**src/rtl/alu_if.sv**
```systemverilog
// alu_if: request/result handshake bundle for alu_seq
interface alu_if #(parameter int W = 8);
  logic in_valid, in_ready, out_valid, out_ready, cout, ov, sign, zero, bad_op;
  logic [W-1:0] a, b, z, zh;
  logic [2:0] op;
  modport master (output in_valid, a, b, op, out_ready,
                  input in_ready, out_valid, z, zh, cout, ov, sign, zero, bad_op);
  modport slave (input in_valid, a, b, op, out_ready,
                 output in_ready, out_valid, z, zh, cout, ov, sign, zero, bad_op);
endinterface

```
**src/rtl/alu_seq.sv**
```systemverilog
// alu_seq: registered ALU with valid/ready handshake and zero flag
// ALU_MUL_EN builds the iterative shift-add multiplier for op 110; otherwise op 110 is flagged bad_op
module alu_seq #(parameter int W = 8) (
  input logic clk,
  input logic rst_n,
  alu_if.slave s
);
  typedef enum logic [1:0] {IDLE, MUL, DONE} state_t;
  state_t state, state_n;
  logic take, ismul, last, rc, rov, rbad;
  logic [W:0] sum;
  logic [W-1:0] res;
  assign take = s.in_valid && s.in_ready;
  assign s.in_ready = state == IDLE;
  assign s.out_valid = state == DONE;
  assign s.sign = s.z[W-1];
`ifdef ALU_MUL_EN
  localparam int CW = $clog2(W + 1);
  logic [CW-1:0] cnt;
  logic [W-1:0] ma, mb, acc, lo;
  logic [W:0] step;
  assign ismul = s.op == 3'b110;
  assign last = cnt == CW'(W - 1);
  // acc holds the running high half; product low bits shift into mb as b is consumed
  assign step = {1'b0, acc} + (mb[0] ? {1'b0, ma} : '0);
  assign lo = {step[0], mb[W-1:1]};
  always_ff @(posedge clk or negedge rst_n)
    if (!rst_n) begin
      cnt <= '0; ma <= '0; mb <= '0; acc <= '0;
    end else if (take) begin
      cnt <= '0; ma <= s.a; mb <= s.b; acc <= '0;
    end else if (state == MUL) begin
      cnt <= cnt + 1'b1; acc <= step[W:1]; mb <= lo;
    end
`else
  assign ismul = 1'b0;
  assign last = 1'b0;
`endif
  always_comb begin
    sum = s.op[0] ? {1'b0, s.a} + {1'b0, ~s.b} + 1'b1 : {1'b0, s.a} + {1'b0, s.b};
    res = '0;
    rc = 1'b0;
    rov = 1'b0;
    rbad = 1'b0;
    case (s.op)
      3'b000, 3'b001: begin
        res = sum[W-1:0];
        rc = sum[W];
        rov = ((s.a[W-1] ^ s.b[W-1]) == s.op[0]) && (sum[W-1] != s.a[W-1]);
      end
      3'b010: res = s.a & s.b;
      3'b011: res = s.a | s.b;
      3'b100: res = s.a ^ s.b;
      3'b101: res = ~s.a;
      3'b110: rbad = 1'b1;
      default: res = {{(W-1){1'b0}}, $signed(s.a) < $signed(s.b)};
    endcase
  end
  always_comb begin
    state_n = state;
    case (state)
      IDLE: state_n = take ? (ismul ? MUL : DONE) : IDLE;
      MUL: state_n = last ? DONE : MUL;
      DONE: state_n = s.out_ready ? IDLE : DONE;
      default: state_n = IDLE;
    endcase
  end
  always_ff @(posedge clk or negedge rst_n)
    if (!rst_n) begin
      state <= IDLE;
      s.z <= '0; s.zh <= '0; s.cout <= 1'b0; s.ov <= 1'b0; s.zero <= 1'b0; s.bad_op <= 1'b0;
    end else begin
      state <= state_n;
      if (take && !ismul) begin
        s.z <= res; s.zh <= '0; s.cout <= rc; s.ov <= rov; s.zero <= res == '0; s.bad_op <= rbad;
      end
`ifdef ALU_MUL_EN
      else if (state == MUL && last) begin
        s.z <= lo; s.zh <= step[W:1]; s.cout <= |step[W:1]; s.ov <= 1'b0;
        s.zero <= lo == '0; s.bad_op <= 1'b0;
      end
`endif
    end
endmodule

```
**src/flat_wrapper.sv**
```systemverilog
// flat-port wrapper written by rule: the top's interface ports become plain ports
module alu_seq_flat 
#(parameter int W = 8)
  (clk, rst_n, s_in_valid, s_a, s_b, s_op, s_out_ready, s_in_ready, s_out_valid, s_z, s_zh, s_cout, s_ov, s_sign, s_zero, s_bad_op);
  alu_if #(.W(W)) s_i ();
  input logic clk;
  input logic rst_n;
  input wire logic [$bits(s_i.in_valid)-1:0] s_in_valid;
  input wire logic [$bits(s_i.a)-1:0] s_a;
  input wire logic [$bits(s_i.b)-1:0] s_b;
  input wire logic [$bits(s_i.op)-1:0] s_op;
  input wire logic [$bits(s_i.out_ready)-1:0] s_out_ready;
  output wire logic [$bits(s_i.in_ready)-1:0] s_in_ready;
  output wire logic [$bits(s_i.out_valid)-1:0] s_out_valid;
  output wire logic [$bits(s_i.z)-1:0] s_z;
  output wire logic [$bits(s_i.zh)-1:0] s_zh;
  output wire logic [$bits(s_i.cout)-1:0] s_cout;
  output wire logic [$bits(s_i.ov)-1:0] s_ov;
  output wire logic [$bits(s_i.sign)-1:0] s_sign;
  output wire logic [$bits(s_i.zero)-1:0] s_zero;
  output wire logic [$bits(s_i.bad_op)-1:0] s_bad_op;
  assign s_i.in_valid = s_in_valid;
  assign s_i.a = s_a;
  assign s_i.b = s_b;
  assign s_i.op = s_op;
  assign s_i.out_ready = s_out_ready;
  assign s_in_ready = s_i.in_ready;
  assign s_out_valid = s_i.out_valid;
  assign s_z = s_i.z;
  assign s_zh = s_i.zh;
  assign s_cout = s_i.cout;
  assign s_ov = s_i.ov;
  assign s_sign = s_i.sign;
  assign s_zero = s_i.zero;
  assign s_bad_op = s_i.bad_op;
  alu_seq #(.W(W)) u_core (.clk(clk), .rst_n(rst_n), .s(s_i));
endmodule
```
**config.mk**
```make
export PLATFORM = sky130hd
export DESIGN_NAME = alu_seq_flat
export DESIGN_NICKNAME = d
export VERILOG_FILES = /design/src/rtl/alu_if.sv /design/src/rtl/alu_seq.sv /design/src/flat_wrapper.sv
export SDC_FILE = /design/constraint.sdc
export NUM_CORES = 1
export LEC_CHECK = 0
export CAP_MARGIN = 20
export CORE_MARGIN = 5
export CORE_UTILIZATION = 54
export CTS_BUF_LIST = sky130_fd_sc_hd__clkbuf_8 sky130_fd_sc_hd__clkbuf_16
export CTS_CLUSTER_DIAMETER = 60
export DETAILED_ROUTE_END_ITERATION = 10
export PLACE_DENSITY = 0.89
export SYNTH_ARGS = -nofsm -noshare
export SYNTH_HDL_FRONTEND = slang
export SYNTH_SLANG_ARGS = --single-unit
export TNS_END_PERCENT = 100
```
**constraint.sdc**
```tcl
create_clock -name clk -period 2.9 [get_ports clk]
set_input_delay 0.87 -clock clk [delete_from_list [all_inputs] [get_ports clk]]
set_output_delay 0.87 -clock clk [all_outputs]
set_load 0.01 [all_outputs]
```
### Word level (Yosys, flattened, before mapping)

Cells that the tools add are included.

* input port bits: 23
* logic and storage cells: 40
* memories kept: 0
* memory bits (writable): 0
* flip-flop bits (word level): 14
* bits in read-only memories: 0
* latch bits: 0

* divide/modulo/power cells: 0
* eq/ne operators: 10
* order comparisons: 1
* mux-type cells: 8
* bitwise logic cells: 6
* multiply operators: 0
* shift-type cells: 0
* reductions and logical operators: 6
* $add $sub $neg: 3

Operators by type and width (number)
* $pmux W8 S6: 1
* $add A8 B8 Y9: 2
* $not A8 Y8: 2
* $add A9 B1 Y9 const B: 1
* $eq A3 B3 Y1 const B: 3
* $mux W9: 1
* $and A8 B8 Y8: 1
* $logic_not A8 Y1: 1
* $lt A8 B8 Y1: 1
* $or A8 B8 Y8: 1
* $xor A8 B8 Y8: 1
* $eq A3 B2 Y1 const B: 2
* $pmux W2 S3: 1
* $mux W2: 2
* $eq A3 B1 Y1 const B: 1
* $logic_not A3 Y1: 1
* $mux W1: 3
* $eq A2 B1 Y1 const B: 1
* $eq A2 B2 Y1 const B: 1
* $logic_and A1 B1 Y1: 2
* $logic_not A2 Y1: 1
* $reduce_or A2 Y1: 1
* $eq A1 B1 Y1: 1
* $ne A1 B1 Y1: 1
* $xor A1 B1 Y1: 1

### Logic depth before layout (Yosys ltp)

Gate-level depths: netlist of run 1.

* depth in word-level cells: 7
* depth in mapped cells: 10
* depth with buffers taken out: 10

### Least setup slack after synthesis of run 1

OpenSTA, ideal clock, no wires.

* kind: input -> register
* start: input s_b[3]
* end: register u_core.s.zero
* buffers on the path: 1
* data required time: 2778 ps
* arrival: 2897 ps
* stages: 8
* library setup time: 122 ps
* slack: -119 ps
* cells stage by stage: inv_1 -> ha_1 -> buf_6 -> or4_1 -> and3_4 -> o311a_4 -> o311a_1 -> a32o_1

* word-level cells in the longest chain between the ends: 6

Ends and longest elaborated chain
* from (decl): RTL line flat_wrapper.sv:10 `input wire logic [$bits(s_i.b)-1:0] s_b;`
* $not A8 Y8: RTL line alu_seq.sv:40 `sum = s.op[0] ? {1'b0, s.a} + {1'b0, ~s.b} + 1'b1 : {1'b0, s.a} + {1'b0, s.b};`
* $add A8 B8 Y9: RTL line alu_seq.sv:40
* $add A9 B1 Y9: RTL line alu_seq.sv:40
* $mux W9: RTL line alu_seq.sv:40
* $pmux W8 S6 *: RTL line alu_seq.sv:45 `case (s.op)`
* $logic_not A8 Y1 *: RTL line alu_seq.sv:75 `s.z <= res; s.zh <= '0; s.cout <= rc; s.ov <= rov; s.zero <= res == '0; s.bad_op <= rbad;`
* to (signal assigned): RTL line alu_seq.sv:71 `s.z <= '0; s.zh <= '0; s.cout <= 1'b0; s.ov <= 1'b0; s.zero <= 1'b0; s.bad_op <= 1'b0;`
* to (signal assigned): RTL line alu_seq.sv:75
* to (decl): RTL line alu_if.sv:9 `output in_ready, out_valid, z, zh, cout, ov, sign, zero, bad_op);`

Every way passes the cells marked *; elsewhere a longest branch is shown, timed or not.
A chain may end at the register's enable or synchronous reset.

### Worst setup path in the final report of run 1

* start: input s_a[3]
* end: register u_core.s.zero

* word-level cells in the longest chain between the ends: 5

Ends and longest elaborated chain
* from (decl): RTL line flat_wrapper.sv:9 `input wire logic [$bits(s_i.a)-1:0] s_a;`
* $add A8 B8 Y9: RTL line alu_seq.sv:40
* $add A9 B1 Y9: RTL line alu_seq.sv:40
* $mux W9: RTL line alu_seq.sv:40
* $pmux W8 S6 *: RTL line alu_seq.sv:45
* $logic_not A8 Y1 *: RTL line alu_seq.sv:75

Marked as above.

==> results of run 1 <==
repair_timing:
item | in CTS | in global routing
setup endpoints to repair | 7 | 4
pin swaps | 10 | 6
gates resized for setup | 45 | 16
hold endpoints to repair | 0 | 0
gates cloned | 0 | 0
buffers inserted | 3 | 0
stage by stage:
stage | utilization | hold slack [ps]
2_1_floorplan | - | 441
3_3_place_gp | 0.803 | 452
6_report | 0.855 | 480
3_5_place_dp | 0.803 | 471
4_1_cts | 0.847 | 484
5_1_grt | 0.855 | 514
synthesized netlist by cell type, types with 2 or more instances:
cell | number | share of area
nand3_1 | 5 | 0.014
o21ai_0 | 18 | 0.050
a21o_1 | 2 | 0.0084
nand4_1 | 3 | 0.011
a22oi_1 | 2 | 0.0084
nand2b_1 | 3 | 0.011
dfrtp_1 | 14 | 0.20
a311oi_1 | 2 | 0.0098
a211oi_1 | 4 | 0.017
o31ai_1 | 2 | 0.0084
inv_1 | 22 | 0.046
and2_1 | 2 | 0.0070
xnor2_1 | 5 | 0.025
fa_1 | 2 | 0.022
a221o_1 | 3 | 0.017
nor2_1 | 8 | 0.017
nor2b_1 | 5 | 0.018
buf_1 | 2 | 0.0042
clkbuf_1 | 8 | 0.017
nor3_1 | 6 | 0.017
buf_4 | 9 | 0.038
nor3b_1 | 2 | 0.0084
o221ai_1 | 2 | 0.0098
a221oi_1 | 2 | 0.0098
ha_1 | 24 | 0.17
o22ai_1 | 3 | 0.011
o21bai_1 | 4 | 0.017
o211ai_1 | 4 | 0.017
nand2_1 | 26 | 0.055
buf_2 | 3 | 0.0084
a21oi_1 | 15 | 0.042
routing by layer:
metal | vias up | GRT usage | wire (microns)
li1 | 952 | - | -
met1 | 958 | 0.256 | 1960
met2 | 121 | 0.451 | 2720
met3 | 39 | 0.0349 | 428
met4 | 0 | 0.139 | 280
met5 | - | 0 | 0
path summary, 6_finish.rpt:
check	from	to	slack [ps]
max in group asynchronous	rst_n	u_core.s.z[4]$_DFFE_PN0P_	1510
worst min-delay path	u_core.s.z[3]$_DFFE_PN0P_	u_core.s.z[3]$_DFFE_PN0P_	480
worst max register to register	u_core.state[0]$_DFF_PN0_	u_core.s.zero$_DFFE_PN0P_	1080
min in group asynchronous	rst_n	u_core.s.bad_op$_DFFE_PN0P_	1010
worst min register to register	u_core.s.z[3]$_DFFE_PN0P_	u_core.s.z[3]$_DFFE_PN0P_	480
worst max-delay path	s_a[3]	u_core.s.zero$_DFFE_PN0P_	6
final cells by class:
type,count,share of cell area
well taps,44,0.0207
clock buffers,3,0.0156
flip-flops and latches,14,0.132
repair buffers,88,0.283
multi-input cells,179,0.516
inverters,22,0.0330
critical path: stages:
cell and delay (ps):
clkdlybuf4s15_1 190, inv_2 80, ha_4 200, buf_4 150, and2_1 170, a221oi_1 450
a21o_1 190, a21oi_2 90, o311a_4 370, a32o_1 260
cell families (layout without fill, tap and decap cells):
| kind of cell | count (synthesis) | in the layout | synth area share |
|---|---|---|---|
| and+or+nand+nor | 67 | 67 | 0.188 |
| muxes | 1 | 1 | 0.00560 |
| other | 1 | 8 | 0.00210 |
| DFF | 14 | 14 | 0.196 |
| AOI/OAI and AO/OA | 72 | 72 | 0.274 |
| buffers and inverters | 45 | 113 | 0.120 |
| xor gates and xnor gates | 5 | 5 | 0.0245 |
| adders and majority gates | 26 | 26 | 0.190 |
flip-flops by register name (all words and copies together) (netlist names):
name and cells:
u_core.s.bad_op 1, u_core.state 2, u_core.s.z 8, u_core.s.zero 1
u_core.s.cout 1, u_core.s.ov 1
power by group through the flow:
stage               logic (mW)  registers [mW]  clock network (mW)
floorplan                0.221           0.266                   0
global placement         0.440           0.249                   0
detailed placement       0.456           0.252                   0
CTS                      0.472           0.250               0.152
global route             0.536           0.254               0.163
finish                   0.495           0.249               0.151
==> run_results.csv, run 1 <==
group,metric,value,unit
status,status,"complete, no violations",
final_layout,final_cell_mix,"buf_4, clkdlybuf4s50_1, nand2_1",
timing,skew,3.03,ps
timing,final_max_slew_viol_count,0,
clocking,h-tree-depth,1,
detailed_routing,totalWireLength,5390,microns
final_layout,final_area,2650,sq um
die,ioPinCount,46,
global_route,antenna_found_initial,0,
critical_path,critPathArrivalTime,3020,ps
global_route,grt_pass1_vias,1961,
clocking,numCtsBuffers,3,
pwr,p_per_area,337,nW/um^2
critical_path,cp-start-kind,"primary input",
die,rows,20,
placement,dp_worst_setup_slack,-559,ps
clocking,clock_sinks,14,
clocking,ctsLongestPathBuffers,2,
timing,worst_slack,5.57,ps
pwr,ir_drop,143,uV
synth,async_reset_ff_frac,1.00,
clocking,cts_root_buf,"clkbuf_8",
detailed_routing,drtPass1Iterations,6,
pwr,power.share.switching,0.353,
detailed_routing,drtIter0Drc,222,
final_layout,num_antenna_cells,0,
detailed_routing,vias,2070,
synth,postSynthAreaPerCell,7.73,sq um
synth,ys_seq_area_frac,0.196,
timing,finalSetupViolations,0,
clocking,cts_tree,"built",
final_layout,nets,357,
timing,clock.fmax,0.345,GHz
clocking,clk_pin_slew,50,ps
synth,syn_area,1790,sq um
final_layout,final-seq-area,350,sq um
die,coreArea,3100,sq um
synth,synth_edf_count,0,
final_layout,layout-drive-gt1-share,0.291,
pwr,pwr-share-seq,0.279,
pwr,switching_power,0.316,mW
clocking,cts-hold-fix-buffers,0,
timing,post-route-min-period,2890,ps
timing,hold_violations,0,
placement,place_area,2490,sq um
timing,fin_tns_setup,0,ps
critical_path,required,3030,ps
critical_path,worstSetupPathType,"in -> reg",
global_route,grt_first_pass_wirelength,8490,microns
detailed_routing,route.detailed.drc,0,
detailed_routing,antenna_left,0,
global_route,grtUsageTotal,0.242,
final_layout,layout-area-overhead-vs-synth,48.5,%
final_layout,multi_input_area,1370,sq um
pwr,share_comb_of_total_power,0.553,
die,start_util,0.576,
die,die-area,4560,sq um
clocking,clock_latency,240,ps
timing,min_period_over_period,0.998,
placement,dp_cells,344,
critical_path,end_kind,"register",
hold_path,whs_path_depth,2,
final_layout,final_common_cell,"buf_4",
placement,gp_congestion,0.889,
timing,worstMarginPinSlew,582,ps
global_route,grt_max_degree,20,
critical_path,critical_path.max_fanout,6,
synth,ys_types,50,
die,die_h,67.5,microns
pwr,p_int,0.579,mW
final_layout,finalNonFillerCells,350,
pwr,clock_power_share,0.168,
critical_path,r2r_cells,7,
placement,dp_hpwl,4000,microns
synth,ys_ff_latch,14,
detailed_routing,viasPerCell,5.91,
flow_run,cap_violations,0,
placement,port_buffers,37,
synth,synth_cells,231,
hold_path,worst_hold_path_type,"reg -> reg",
die,fp.dieW,67.5,microns
timing,slew_headroom,0.611,
final_layout,fillers,181,
detailed_routing,avgRoutedWirePerCell,15.4,microns
pwr,p_leak,1.23,nW
synth,synthFlopType,"dfrtp_1",
synth,synth_warnings,0,
pwr,totalPowerFinal,0.895,mW
global_route,overflow,0,
Power figures use the tool's default switching activity.
==> run 2: changes to the inputs <==
--- a/config.mk
+++ b/config.mk
@@ -11,7 +11,8 @@
 export CTS_BUF_LIST = sky130_fd_sc_hd__clkbuf_8 sky130_fd_sc_hd__clkbuf_16
 export CTS_CLUSTER_DIAMETER = 60
 export DETAILED_ROUTE_END_ITERATION = 10
-export PLACE_DENSITY = 0.89
+export DONT_BUFFER_PORTS = 1
+export PLACE_DENSITY = 0.71
 export SYNTH_ARGS = -nofsm -noshare
 export SYNTH_HDL_FRONTEND = slang
 export SYNTH_SLANG_ARGS = --single-unit
==> run 2 against run 1 <==
Compared with the run above:
- sequential cell count unchanged
- register-to-register slack got worse by 130 ps
- non-clock buffer count shrank 76
- sequential share of layout area increased by 5.2 points
- die area stayed put
- utilization decreased by 24 points
- largest power group is now registers
- highest routed layer unchanged
==> run_results.csv, run 2 (synthesis gave the netlist of run 1 again) <==
group,metric,value,unit
status,status,"complete, no violations",
detailed_routing,avgRoutedWirePerCell,15.1,microns
final_layout,post-route-util,0.612,
die,rows,20,
clocking,clock_latency,250,ps
final_layout,largest_reg_flops,8,
detailed_routing,route.detailed.drc,0,
detailed_routing,totalWireLength,4160,microns
hold_path,worst_hold_path_type,"in -> async",
detailed_routing,dr_wl_met3,369,microns
critical_path,critical_path.max_fanout,3,
critical_path,end_kind,"register",
global_route,grt_first_pass_wirelength,6560,microns
detailed_routing,drt-met1-wl,1670,microns
die,fp.dieW,67.5,microns
pwr,p_leak,0.893,nW
pwr,p_per_area,378,nW/um^2
final_layout,layout-drive-gt1-share,0.0952,
detailed_routing,drtPass1Iterations,4,
critical_path,critPathArrivalTime,2960,ps
critical_path,rr_startpoint,"u_core.state[0]$_DFF_PN0_",
placement,port_buffers,0,
final_layout,num_antenna_cells,0,
clocking,cts_tree,"built",
timing,rsz0062_at_grt,"false",
clocking,clk_pin_slew,50,ps
die,die_h,67.5,microns
clocking,clock_sinks,14,
placement,place_area,1840,sq um
global_route,antenna_found_initial,0,
critical_path,worstSetupPathType,"in -> reg",
placement,dp_hpwl,3400,microns
detailed_routing,vias,1619,
clocking,numCtsBuffers,3,
final_layout,final_cell_mix,"nand2_1, ha_1, inv_1",
detailed_routing,viasPerCell,5.89,
detailed_routing,wl_met2,2020,microns
die,start_util,0.576,
die,coreArea,3100,sq um
global_route,grt_pass1_vias,1530,
pwr,totalPowerFinal,0.718,mW
flow_run,cap_violations,0,
timing,post-route-min-period,2780,ps
final_layout,top_regs,"u_core.s.z: 8 flops, u_core.state: 2 flops",
final_layout,final_common_cell,"nand2_1",
timing,hold_violations,0,
placement,dp_worst_setup_slack,-87.6,ps
clocking,ctsLongestPathBuffers,2,
critical_path,cp-start-kind,"primary input",
clocking,cts_setup_buffers,0,
die,ioPinCount,46,
clocking,cts_resized,0,
global_route,grt_max_degree,44,
timing,final_max_slew_viol_count,0,
critical_path,required,3090,ps
die,die-area,4560,sq um
final_layout,regMostFlops,"u_core.s.z",
final_layout,layout-area-overhead-vs-synth,6.30,%
timing,worst_slack,123,ps
timing,skew,1.49,ps
final_layout,nets,281,
detailed_routing,antenna_left,0,
timing,clock.fmax,0.360,GHz
timing,min_period_over_period,0.958,
clocking,cts_root_buf,"clkbuf_8",
detailed_routing,maxUsedRoutingLayer,"met4",
detailed_routing,drtIter0Drc,74,
global_route,overflow,0,
placement,gp_congestion,0.906,
clocking,h-tree-depth,1,
critical_path,crit_path_start,"s_a[0]",
pwr,ir_drop,140,uV
timing,fin_tns_setup,0,ps
final_layout,final_area,1900,sq um
clocking,cts-hold-fix-buffers,0,
global_route,grtUsageTotal,0.188,
timing,finalSetupViolations,0,
-- run 2: metrics by stage --
| stage | instances | hold WS [ps] |
|---|---|---|
| 4_1_cts | 275 | 302 |
| 2_1_floorplan | 238 | 441 |
| 6_report | 275 | 312 |
| 3_5_place_dp | 271 | 469 |
| 5_1_grt | 275 | 299 |
| 3_3_place_gp | 271 | 457 |
-- run 2: cell type report --
cell class | instances | area [sq um]
sequential | 14 | 350
tap | 44 | 55.1
multi-input combinational | 179 | 1270
timing repair buffer | 12 | 90.1
fill | 298 | 1200
inverter | 22 | 82.6
clock buffer | 4 | 55.1
-- run 2: where the power goes --
group / leakage, nW / internal, mW / switching (mW)
Sequential: 0.180 / 0.230 / 0.0418
Combinational: 0.685 / 0.117 / 0.142
Clock: 0.0288 / 0.120 / 0.0672
-- run 2: routing by layer --
metal  vias to the layer above  track usage
li1                        793            -
met1                       753        0.207
met2                        66        0.328
met3                         7       0.0366
met4                         0        0.119
met5                         -            0
-- run 2: final timing paths --
kind,to,slack (ps),cells after the start
worst max register to register,u_core.s.zero$_DFFE_PN0P_,950,7
min in group clk,u_core.state[0]$_DFF_PN0_,480,1
worst min-delay path,u_core.s.z[4]$_DFFE_PN0P_,310,0
max in group asynchronous,u_core.s.z[0]$_DFFE_PN0P_,2520,0
worst min register to register,u_core.state[0]$_DFF_PN0_,480,1
worst max-delay path,u_core.s.zero$_DFFE_PN0P_,120,10
-- run 2: critical path, stage by stage --
cell and delay [ps]:
inv_1 40, ha_1 210, fa_1 390, nor3_1 220, nor3_1 110, xnor2_1 130, a311oi_1 360, nand4_1 160
a211oi_1 270, a32o_1 210
